**src/rtl/rv_pkg.sv**
```systemverilog
// rtl/rv_pkg.sv - shared opcode/funct constants, control-bundle bit indices and md_unit FSM states
package rv_pkg;

    localparam logic [6:0] OPC_OP     = 7'b0110011;
    localparam logic [6:0] OPC_OPIMM  = 7'b0010011;
    localparam logic [6:0] OPC_LOAD   = 7'b0000011;
    localparam logic [6:0] OPC_STORE  = 7'b0100011;

    localparam logic [6:0] F7_BASE    = 7'b0000000;
    localparam logic [6:0] F7_ALT     = 7'b0100000;
    localparam logic [6:0] F7_MULDIV  = 7'b0000001;

    localparam logic [2:0] F3_ADD     = 3'b000;
    localparam logic [2:0] F3_SLL     = 3'b001;
    localparam logic [2:0] F3_SLT     = 3'b010;
    localparam logic [2:0] F3_SLTU    = 3'b011;
    localparam logic [2:0] F3_XOR     = 3'b100;
    localparam logic [2:0] F3_SR      = 3'b101;
    localparam logic [2:0] F3_OR      = 3'b110;
    localparam logic [2:0] F3_AND     = 3'b111;

    localparam logic [2:0] F3_MUL     = 3'b000;
    localparam logic [2:0] F3_MULH    = 3'b001;
    localparam logic [2:0] F3_MULHSU  = 3'b010;
    localparam logic [2:0] F3_MULHU   = 3'b011;
    localparam logic [2:0] F3_DIV     = 3'b100;
    localparam logic [2:0] F3_DIVU    = 3'b101;
    localparam logic [2:0] F3_REM     = 3'b110;
    localparam logic [2:0] F3_REMU    = 3'b111;

    localparam int CTRL_MEMWRITE = 2;
    localparam int CTRL_ALUSRC   = 1;

    typedef enum logic [1:0] {
        ST_IDLE = 2'd0,
        ST_CALC = 2'd1,
        ST_DONE = 2'd2
    } md_state_t;

    function automatic logic is_mop(input logic [31:0] instr);
        return (instr[6:0] == OPC_OP) && (instr[31:25] == F7_MULDIV);
    endfunction

endpackage

```
**src/rtl/md_unit.sv**
```systemverilog
// rtl/md_unit.sv - iterative 32-step shift-add multiplier / restoring divider
// Works on magnitudes; signs are reapplied when the result is read out in DONE.
module md_unit
    import rv_pkg::*;
(
    input  logic        clk,
    input  logic        rst,
    input  logic        i_start,
    input  logic [2:0]  i_op,
    input  logic [31:0] i_a,
    input  logic [31:0] i_b,
    output logic        o_busy,
    output logic        o_done,
    output logic [31:0] o_result
);
    md_state_t   r_state, w_next;
    logic [4:0]  r_cnt;
    logic [2:0]  r_op;
    logic        r_a_neg, r_b_neg, r_b_zero;
    logic [31:0] r_a_orig;
    logic [63:0] r_acc, r_mcand;
    logic [31:0] r_mplier, r_quo, r_rem, r_dvs;

    logic        w_a_neg, w_b_neg;
    logic [31:0] w_a_mag, w_b_mag, w_quo, w_rem;
    logic [32:0] w_trial, w_diff;
    logic [63:0] w_prod;

    assign w_a_neg = i_a[31] && (i_op == F3_MULH || i_op == F3_MULHSU || i_op == F3_DIV || i_op == F3_REM);
    assign w_b_neg = i_b[31] && (i_op == F3_MULH || i_op == F3_DIV || i_op == F3_REM);
    assign w_a_mag = w_a_neg ? 32'd0 - i_a : i_a;
    assign w_b_mag = w_b_neg ? 32'd0 - i_b : i_b;
    assign w_trial = {r_rem, r_quo[31]};
    assign w_diff  = w_trial - {1'b0, r_dvs};

    always_ff @(posedge clk) begin
        if (rst) r_state <= ST_IDLE;
        else     r_state <= w_next;
    end

    always_comb begin
        w_next = r_state;
        o_busy = 1'b0;
        o_done = 1'b0;
        case (r_state)
            ST_IDLE: if (i_start) w_next = ST_CALC;
            ST_CALC: begin
                o_busy = 1'b1;
                if (r_cnt == 5'd31) w_next = ST_DONE;
            end
            ST_DONE: begin
                o_done = 1'b1;
                w_next = ST_IDLE;
            end
            default: w_next = ST_IDLE;
        endcase
    end

    always_ff @(posedge clk) begin
        if (rst) begin
            r_cnt    <= 5'd0;
            r_op     <= 3'd0;
            r_a_neg  <= 1'b0;
            r_b_neg  <= 1'b0;
            r_b_zero <= 1'b0;
            r_a_orig <= 32'd0;
            r_acc    <= 64'd0;
            r_mcand  <= 64'd0;
            r_mplier <= 32'd0;
            r_quo    <= 32'd0;
            r_rem    <= 32'd0;
            r_dvs    <= 32'd0;
        end else if (r_state == ST_IDLE && i_start) begin
            r_cnt    <= 5'd0;
            r_op     <= i_op;
            r_a_neg  <= w_a_neg;
            r_b_neg  <= w_b_neg;
            r_b_zero <= (i_b == 32'd0);
            r_a_orig <= i_a;
            r_acc    <= 64'd0;
            r_mcand  <= {32'd0, w_a_mag};
            r_mplier <= w_b_mag;
            r_quo    <= w_a_mag;
            r_rem    <= 32'd0;
            r_dvs    <= w_b_mag;
        end else if (r_state == ST_CALC) begin
            r_cnt <= r_cnt + 5'd1;
            if (r_op[2]) begin
                r_quo <= {r_quo[30:0], ~w_diff[32]};
                r_rem <= w_diff[32] ? w_trial[31:0] : w_diff[31:0];
            end else begin
                if (r_mplier[0]) r_acc <= r_acc + r_mcand;
                r_mcand  <= r_mcand << 1;
                r_mplier <= r_mplier >> 1;
            end
        end
    end

    // Divide-by-zero bypasses the sign fixup; INT_MIN/-1 falls out naturally.
    assign w_prod = (r_a_neg ^ r_b_neg) ? 64'd0 - r_acc : r_acc;
    assign w_quo  = (r_a_neg ^ r_b_neg) ? 32'd0 - r_quo : r_quo;
    assign w_rem  = r_a_neg ? 32'd0 - r_rem : r_rem;

    always_comb begin
        o_result = w_prod[31:0];
        case (r_op)
            F3_MUL:                        o_result = w_prod[31:0];
            F3_MULH, F3_MULHSU, F3_MULHU:  o_result = w_prod[63:32];
            F3_DIV, F3_DIVU:               o_result = r_b_zero ? 32'hFFFF_FFFF : w_quo;
            default:                       o_result = r_b_zero ? r_a_orig : w_rem;
        endcase
    end

endmodule

```
**src/rtl/execute_stage.sv**
```systemverilog
// rtl/execute_stage.sv - execute stage: single-cycle ALU plus iterative M-extension via md_unit
module execute_stage
    import rv_pkg::*;
(
    input  logic               clk2,
    input  logic               rst,
    input  logic signed [31:0] RD1,
    input  logic signed [31:0] RD2,
    input  logic signed [31:0] Imm_Ext,
    input  logic        [31:0] RD_Instr,
    input  logic        [7:0]  contrl_sig,
    output logic signed [31:0] ALUResult,
    output logic signed [31:0] RD2_Top,
    output logic        [31:0] next_IR,
    output logic        [7:0]  ctrl_sig,
    output logic               busy
);
    logic [6:0]         w_opcode, w_f7;
    logic [2:0]         w_f3;
    logic signed [31:0] w_b, w_alu;
    logic [4:0]         w_shamt;
    logic               w_start, w_md_busy, w_md_done;
    logic [31:0]        w_md_result;
    logic [31:0]        r_ir, r_rd2;
    logic [7:0]         r_ctrl;

    assign w_opcode = RD_Instr[6:0];
    assign w_f3     = RD_Instr[14:12];
    assign w_f7     = RD_Instr[31:25];
    assign w_b      = contrl_sig[CTRL_ALUSRC] ? Imm_Ext : RD2;
    assign w_shamt  = w_b[4:0];

    // Only accept a new M-op when md_unit is fully idle (not in CALC or DONE).
    assign w_start = is_mop(RD_Instr) && !w_md_busy && !w_md_done;
    assign busy    = w_start || w_md_busy;

    always_comb begin
        w_alu = RD1 + w_b;
        case (w_opcode)
            OPC_LOAD, OPC_STORE: w_alu = RD1 + Imm_Ext;
            OPC_OP, OPC_OPIMM: begin
                case (w_f3)
                    F3_ADD:  w_alu = (w_opcode == OPC_OP && w_f7 == F7_ALT) ? RD1 - w_b : RD1 + w_b;
                    F3_SLL:  w_alu = RD1 << w_shamt;
                    F3_SLT:  w_alu = {31'd0, RD1 < w_b};
                    F3_SLTU: w_alu = {31'd0, $unsigned(RD1) < $unsigned(w_b)};
                    F3_XOR:  w_alu = RD1 ^ w_b;
                    F3_SR:   w_alu = w_f7[5] ? RD1 >>> w_shamt : RD1 >> w_shamt;
                    F3_OR:   w_alu = RD1 | w_b;
                    default: w_alu = RD1 & w_b;
                endcase
            end
            default: w_alu = RD1 + w_b;
        endcase
    end

    md_unit u_md (
        .clk      (clk2),
        .rst      (rst),
        .i_start  (w_start),
        .i_op     (w_f3),
        .i_a      (RD1),
        .i_b      (RD2),
        .o_busy   (w_md_busy),
        .o_done   (w_md_done),
        .o_result (w_md_result)
    );

    always_ff @(posedge clk2) begin
        if (rst) begin
            ALUResult <= 32'sd0;
            RD2_Top   <= 32'sd0;
            next_IR   <= 32'd0;
            ctrl_sig  <= 8'd0;
            r_ir      <= 32'd0;
            r_rd2     <= 32'd0;
            r_ctrl    <= 8'd0;
        end else if (w_md_done) begin
            ALUResult <= w_md_result;
            RD2_Top   <= r_rd2;
            next_IR   <= r_ir;
            ctrl_sig  <= r_ctrl;
        end else if (w_md_busy) begin
            ctrl_sig  <= 8'd0;
        end else if (w_start) begin
            ctrl_sig  <= 8'd0;
            r_ir      <= RD_Instr;
            r_rd2     <= RD2;
            r_ctrl    <= contrl_sig;
        end else begin
            ALUResult <= w_alu;
            RD2_Top   <= RD2;
            next_IR   <= RD_Instr;
            ctrl_sig  <= contrl_sig;
        end
    end

endmodule

```
**config.mk**
```make
export PLATFORM = sky130hd
export DESIGN_NAME = execute_stage
export DESIGN_NICKNAME = d
export VERILOG_FILES = /design/src/rtl/rv_pkg.sv /design/src/rtl/md_unit.sv /design/src/rtl/execute_stage.sv
export SDC_FILE = /design/constraint.sdc
export NUM_CORES = 2
export LEC_CHECK = 0
export ABC_AREA = 1
export CORE_AREA = 10 10 324 326
export DETAILED_ROUTE_END_ITERATION = 7
export DIE_AREA = 0 0 334 336
export PLACE_DENSITY = 0.65
export SLEW_MARGIN = 15
export SYNTH_ARGS = -nofsm -noshare
export SYNTH_HDL_FRONTEND = slang
export SYNTH_SLANG_ARGS = --single-unit
```
**constraint.sdc**
```tcl
create_clock -name clk2 -period 3.3 [get_ports clk2]
set_clock_uncertainty 0.05 [all_clocks]
set_input_delay 0.66 -clock clk2 [delete_from_list [all_inputs] [get_ports clk2]]
set_output_delay 0.66 -clock clk2 [all_outputs]
set_load 0.005 [all_outputs]
```
==> metrics.log <==
[metrics] status: finished, violations left
[metrics] violated checks: DRC
[metrics] number of hold violations in the final report: 0
[metrics] Tcrit/Tclk final: about 99%
[metrics] total leakage power: roughly 29 nW
[metrics] number of nets in the final layout: 8,969
[metrics] power per standard cell area: 439 nW/um2
[metrics] share of the yosys chip area belonging to registers: a little over a fifth
[metrics] post-synthesis average cell area: roughly 5.9 um2
[metrics] remaining antenna violation count after routing: 0
[metrics] largest net degree at the start of global routing: between 100 and 150
[metrics] clock net sink count: about 480
[metrics] largest stage delay on the critical path: around 0.5 ns
[metrics] Worst-path clk slew: 0.06 ns
[metrics] biggest area contributors in the synthesized netlist: sky130_fd_sc_hd__dfxtp_1 22%, sky130_fd_sc_hd__nand2_1 16%, sky130_fd_sc_hd__nand3_1 9.2%
[metrics] overflow left after global routing: 0
[metrics] most frequent cells after synthesis: 1,893 x sky130_fd_sc_hd__nand2_1, 887 x sky130_fd_sc_hd__inv_1, 807 x sky130_fd_sc_hd__nand3_1
[metrics] number of cells produced by synthesis: roughly 7,500
[metrics] Area Growth Syn to Fin: 32.4%
[metrics] cell type with the highest aggregate area in the netlist: sky130_fd_sc_hd__dfxtp_1
[metrics] maximum resistive drop on vdd: between 0.5 and 0.6 mV
[metrics] cell with the most instances after synthesis: sky130_fd_sc_hd__nand2_1
[metrics] Final Critical Period: roughly 3.3 ns
[metrics] floorplan row count: roughly 120
[metrics] First DRT Iteration DRCs: between 9,000 and 10,000
[metrics] number of global-route vias before repair: about 53,000
[metrics] number of top-level pins: 243
[metrics] Hold/Removal Path Class: reg2reg
[metrics] Crit Path Class: in2reg
[metrics] Synth top area share: approximately 22%
[metrics] final number of max-transition violations: 0
[metrics] number of vias in the routed layout: around 59,000
[metrics] die span in x: 334 um
[metrics] share of synthesized registers carrying an async set or reset: 0%
[metrics] startpoint type of the worst setup path: input port
[metrics] Die Height: roughly 340 um
[metrics] overall power consumption: roughly 26 mW
[metrics] average wire per standard cell: between 20 and 30 um
[metrics] clock buffers created by TritonCTS: 55
[metrics] Port Buffer Count: about 240
[metrics] wire length after detailed routing: about 250 mm
[metrics] Yosys cell types: 64
[metrics] max_cap viols: 0
[metrics] number of antenna violations at the first check in global routing: 23
[metrics] Finish-stage setup viols: 0
[metrics] Critical Path, Cell by Cell: clkdlybuf4s50_1 -> or2_1 -> o21ai_4 -> ha_1 -> inv_1 -> o21ai_1 -> buf_4 -> nand2_1 -> nand2_1 -> inv_1 -> nand2_1 -> buf_4 -> nand2_1 -> nand3_1 -> o21ai_0 -> a21oi_2 -> o21ai_2 -> nand2_1 -> nand2_1 -> nand2_1 -> a21oi_1
[metrics] TritonCTS clock tree: yes
[metrics] Starting Density: 44.8%
[metrics] count of warnings emitted by yosys: 0
[metrics] Post-route DRC: 4
[metrics] CTS Buffer Depth: 3
[metrics] Post-Synthesis Cell Area: approximately 44,000 um2
[metrics] relative slew slack: about two fifths
[metrics] total nets after synthesis: just under 8,000
[metrics] Die Footprint: around 110,000 um2
[metrics] worst path required time: roughly 3.8 ns
[metrics] ratio of cells with drive above 1 in the final layout: 17.0%
[metrics] H-Tree Level Count: 2
[metrics] root buf cell: sky130_fd_sc_hd__clkbuf_16
[metrics] kind of capture point of the worst setup path: flop
[metrics] Fmax achieved: a little over 300 MHz
[metrics] cell repeated most along the worst path: sky130_fd_sc_hd__nand2_1
[metrics] number of flops mapped to enable cells by yosys: 0
[metrics] area of the placeable core: 98,100 um2
[metrics] CP max stage cell: sky130_fd_sc_hd__clkdlybuf4s50_1
[metrics] number of iterations in the first detailed-routing pass: 8
[metrics] arrival time worst endpoint: about 3.7 ns
[metrics] Util after Layout: 59.3%
[metrics] flop and latch count out of synthesis: between 400 and 500
[metrics] Critical Path Fanout Max: 6
[metrics] pin slew with the least headroom to its limit: just over 0.9 ns
[metrics] Total GRT Usage: 42.1%
[metrics] global-route wire length before repair: 355 mm
[metrics] global placer's final weighted congestion: around 1.1
[metrics] dpl hpwl: 203 mm
[metrics] post-detailed-route via-to-cell ratio: 6.00
[metrics] Clk Latency, worst-skew pair: around 0.7 ns
[metrics] Post-synth top flop: sky130_fd_sc_hd__dfxtp_1
-- state kept, by name (all words and copies together) (netlist names), 2 cells and up --
signal / cells
u_md.r_rem: 32
u_md.r_mplier: 32
u_md.r_a_orig: 32
u_md.r_quo: 32
u_md.r_state: 2
u_md.r_cnt: 5
u_md.r_op: 3
next_IR: 32
ALUResult: 32
u_md.r_acc: 64
RD2_Top: 32
r_rd2: 32
u_md.r_mcand: 64
ctrl_sig: 8
r_ir: 32
u_md.r_dvs: 32
r_ctrl: 8
-- cell usage in the layout, fill, tap and decap left out, types with 10 or more instances in the layout --
master                            Yosys  final
sky130_fd_sc_hd__o21ai_0            618    593
sky130_fd_sc_hd__a21o_1              33     33
sky130_fd_sc_hd__nor2_1             623    595
sky130_fd_sc_hd__clkbuf_16            0     56
sky130_fd_sc_hd__o22ai_1             51     51
sky130_fd_sc_hd__nor4_1              25     22
sky130_fd_sc_hd__a221oi_1            11     11
sky130_fd_sc_hd__nand3_1            807    796
sky130_fd_sc_hd__ha_2                 0     12
sky130_fd_sc_hd__dfxtp_1            477    477
sky130_fd_sc_hd__clkbuf_8             0     10
sky130_fd_sc_hd__or2_2               54     53
sky130_fd_sc_hd__o21ai_2              3     12
sky130_fd_sc_hd__nand2_2              9     25
sky130_fd_sc_hd__buf_12               0     59
sky130_fd_sc_hd__o21bai_1            36     33
sky130_fd_sc_hd__clkinv_2             1     16
sky130_fd_sc_hd__nand4_1             81     81
sky130_fd_sc_hd__o211ai_1            72     72
sky130_fd_sc_hd__nor3_1              76     70
sky130_fd_sc_hd__nand3b_1            16     16
sky130_fd_sc_hd__clkdlybuf4s50_1      0    228
sky130_fd_sc_hd__nand2_1           1893   1875
sky130_fd_sc_hd__dlymetal6s2s_1       0     11
sky130_fd_sc_hd__nor2_2               6     31
sky130_fd_sc_hd__buf_4               13   1047
sky130_fd_sc_hd__inv_2               27     29
sky130_fd_sc_hd__xnor2_1             33     33
sky130_fd_sc_hd__inv_1              887    882
sky130_fd_sc_hd__nand3_2              3     13
sky130_fd_sc_hd__o21ai_1             51     64
sky130_fd_sc_hd__a21oi_2              3     18
sky130_fd_sc_hd__o221ai_1            20     20
sky130_fd_sc_hd__ha_1               253    233
sky130_fd_sc_hd__a31oi_1            153    153
sky130_fd_sc_hd__xor2_1              93     89
sky130_fd_sc_hd__a21oi_1            641    625
-- repair_timing --
item | CTS | global route
pin swaps | 4 | 14
setup buffers | 3 | 5
gates resized for setup | 14 | 165
hold buffers | 0 | 0
cloned | 0 | 1
setup endpoints to repair | 11 | 69
-- path summary, 6_finish.rpt --
check / end / startpoint / slack (ns) / cells past startpoint
max: ALUResult[7] / Imm_Ext[3] / 0.04 / 21
min: r_ir[13] / r_ir[13] / 0.40 / 2
max reg2reg: ALUResult[25] / u_md.r_acc[30] / 0.11 / 12
min reg2reg: r_ir[13] / r_ir[13] / 0.40 / 2
-- power by group --
group / total, mW / internal (mW) / switching (mW)
Combinational: 11.5 / 4.40 / 7.15
Sequential: 7.35 / 6.53 / 0.811
Clock: 6.62 / 3.64 / 2.98
Total: 25.5 / 14.6 / 10.9
-- cell type report --
class / count / area (um2)
Fill cell: 9578 / 40000
Multi-Input combinational cell: 5758 / 30000
Timing Repair Buffer: 1356 / 11600
Sequential cell: 477 / 9550
Inverter: 925 / 3490
Tap cell: 1287 / 1610
Clock buffer: 71 / 1540
Clock inverter: 32 / 344
Antenna cell: 3 / 7.51
-- layer usage --
layer | global-route usage (%) | vias to the layer above | share of wire, %
met5 | 0 | - | 0.074
met4 | 20.1 | 26 | 5.6
met3 | 14.1 | 669 | 15
met2 | 58.8 | 4002 | 39
met1 | 57.2 | 27600 | 40
li1 | - | 27100 | -
-- stage by stage --
stage / cell area [um2] / TNS (ns) / hold slack [ns] / setup WS [ns] / std cells
global route: 58100 / -0.0157 / 0.417 / -0.0106 / 9906
finish: 58100 / 0 / 0.396 / 0.0433 / 9909
detailed placement: 55600 / -42.75 / 0.385 / -0.812 / 9794
floorplan: 43900 / 0 / 0.374 / 0.0528 / 7490
global placement: 55600 / -27.50 / 0.380 / -0.829 / 9794
CTS: 57500 / 0 / 0.394 / 0.00877 / 9900
-- cell families after synthesis --
family,count (synthesis),share of synthesized area (%)
DFF,477,21.7
buffers and inverters,1255,11.2
xor gates and xnor gates,126,2.51
adders and majority gates,258,7.44
AOI/OAI and AO/OA,1749,22.1
and+or+nand+nor,3625,35.1
-- worst max-delay path, delay by kind of cell --
family                     cells  cell delay [ns]
AOI/OAI and AO/OA              6             0.93
adders and majority gates      1             0.28
buffers and inverters          5             0.89
and+or+nand+nor                9             0.96
Power figures use the tool's default switching activity.
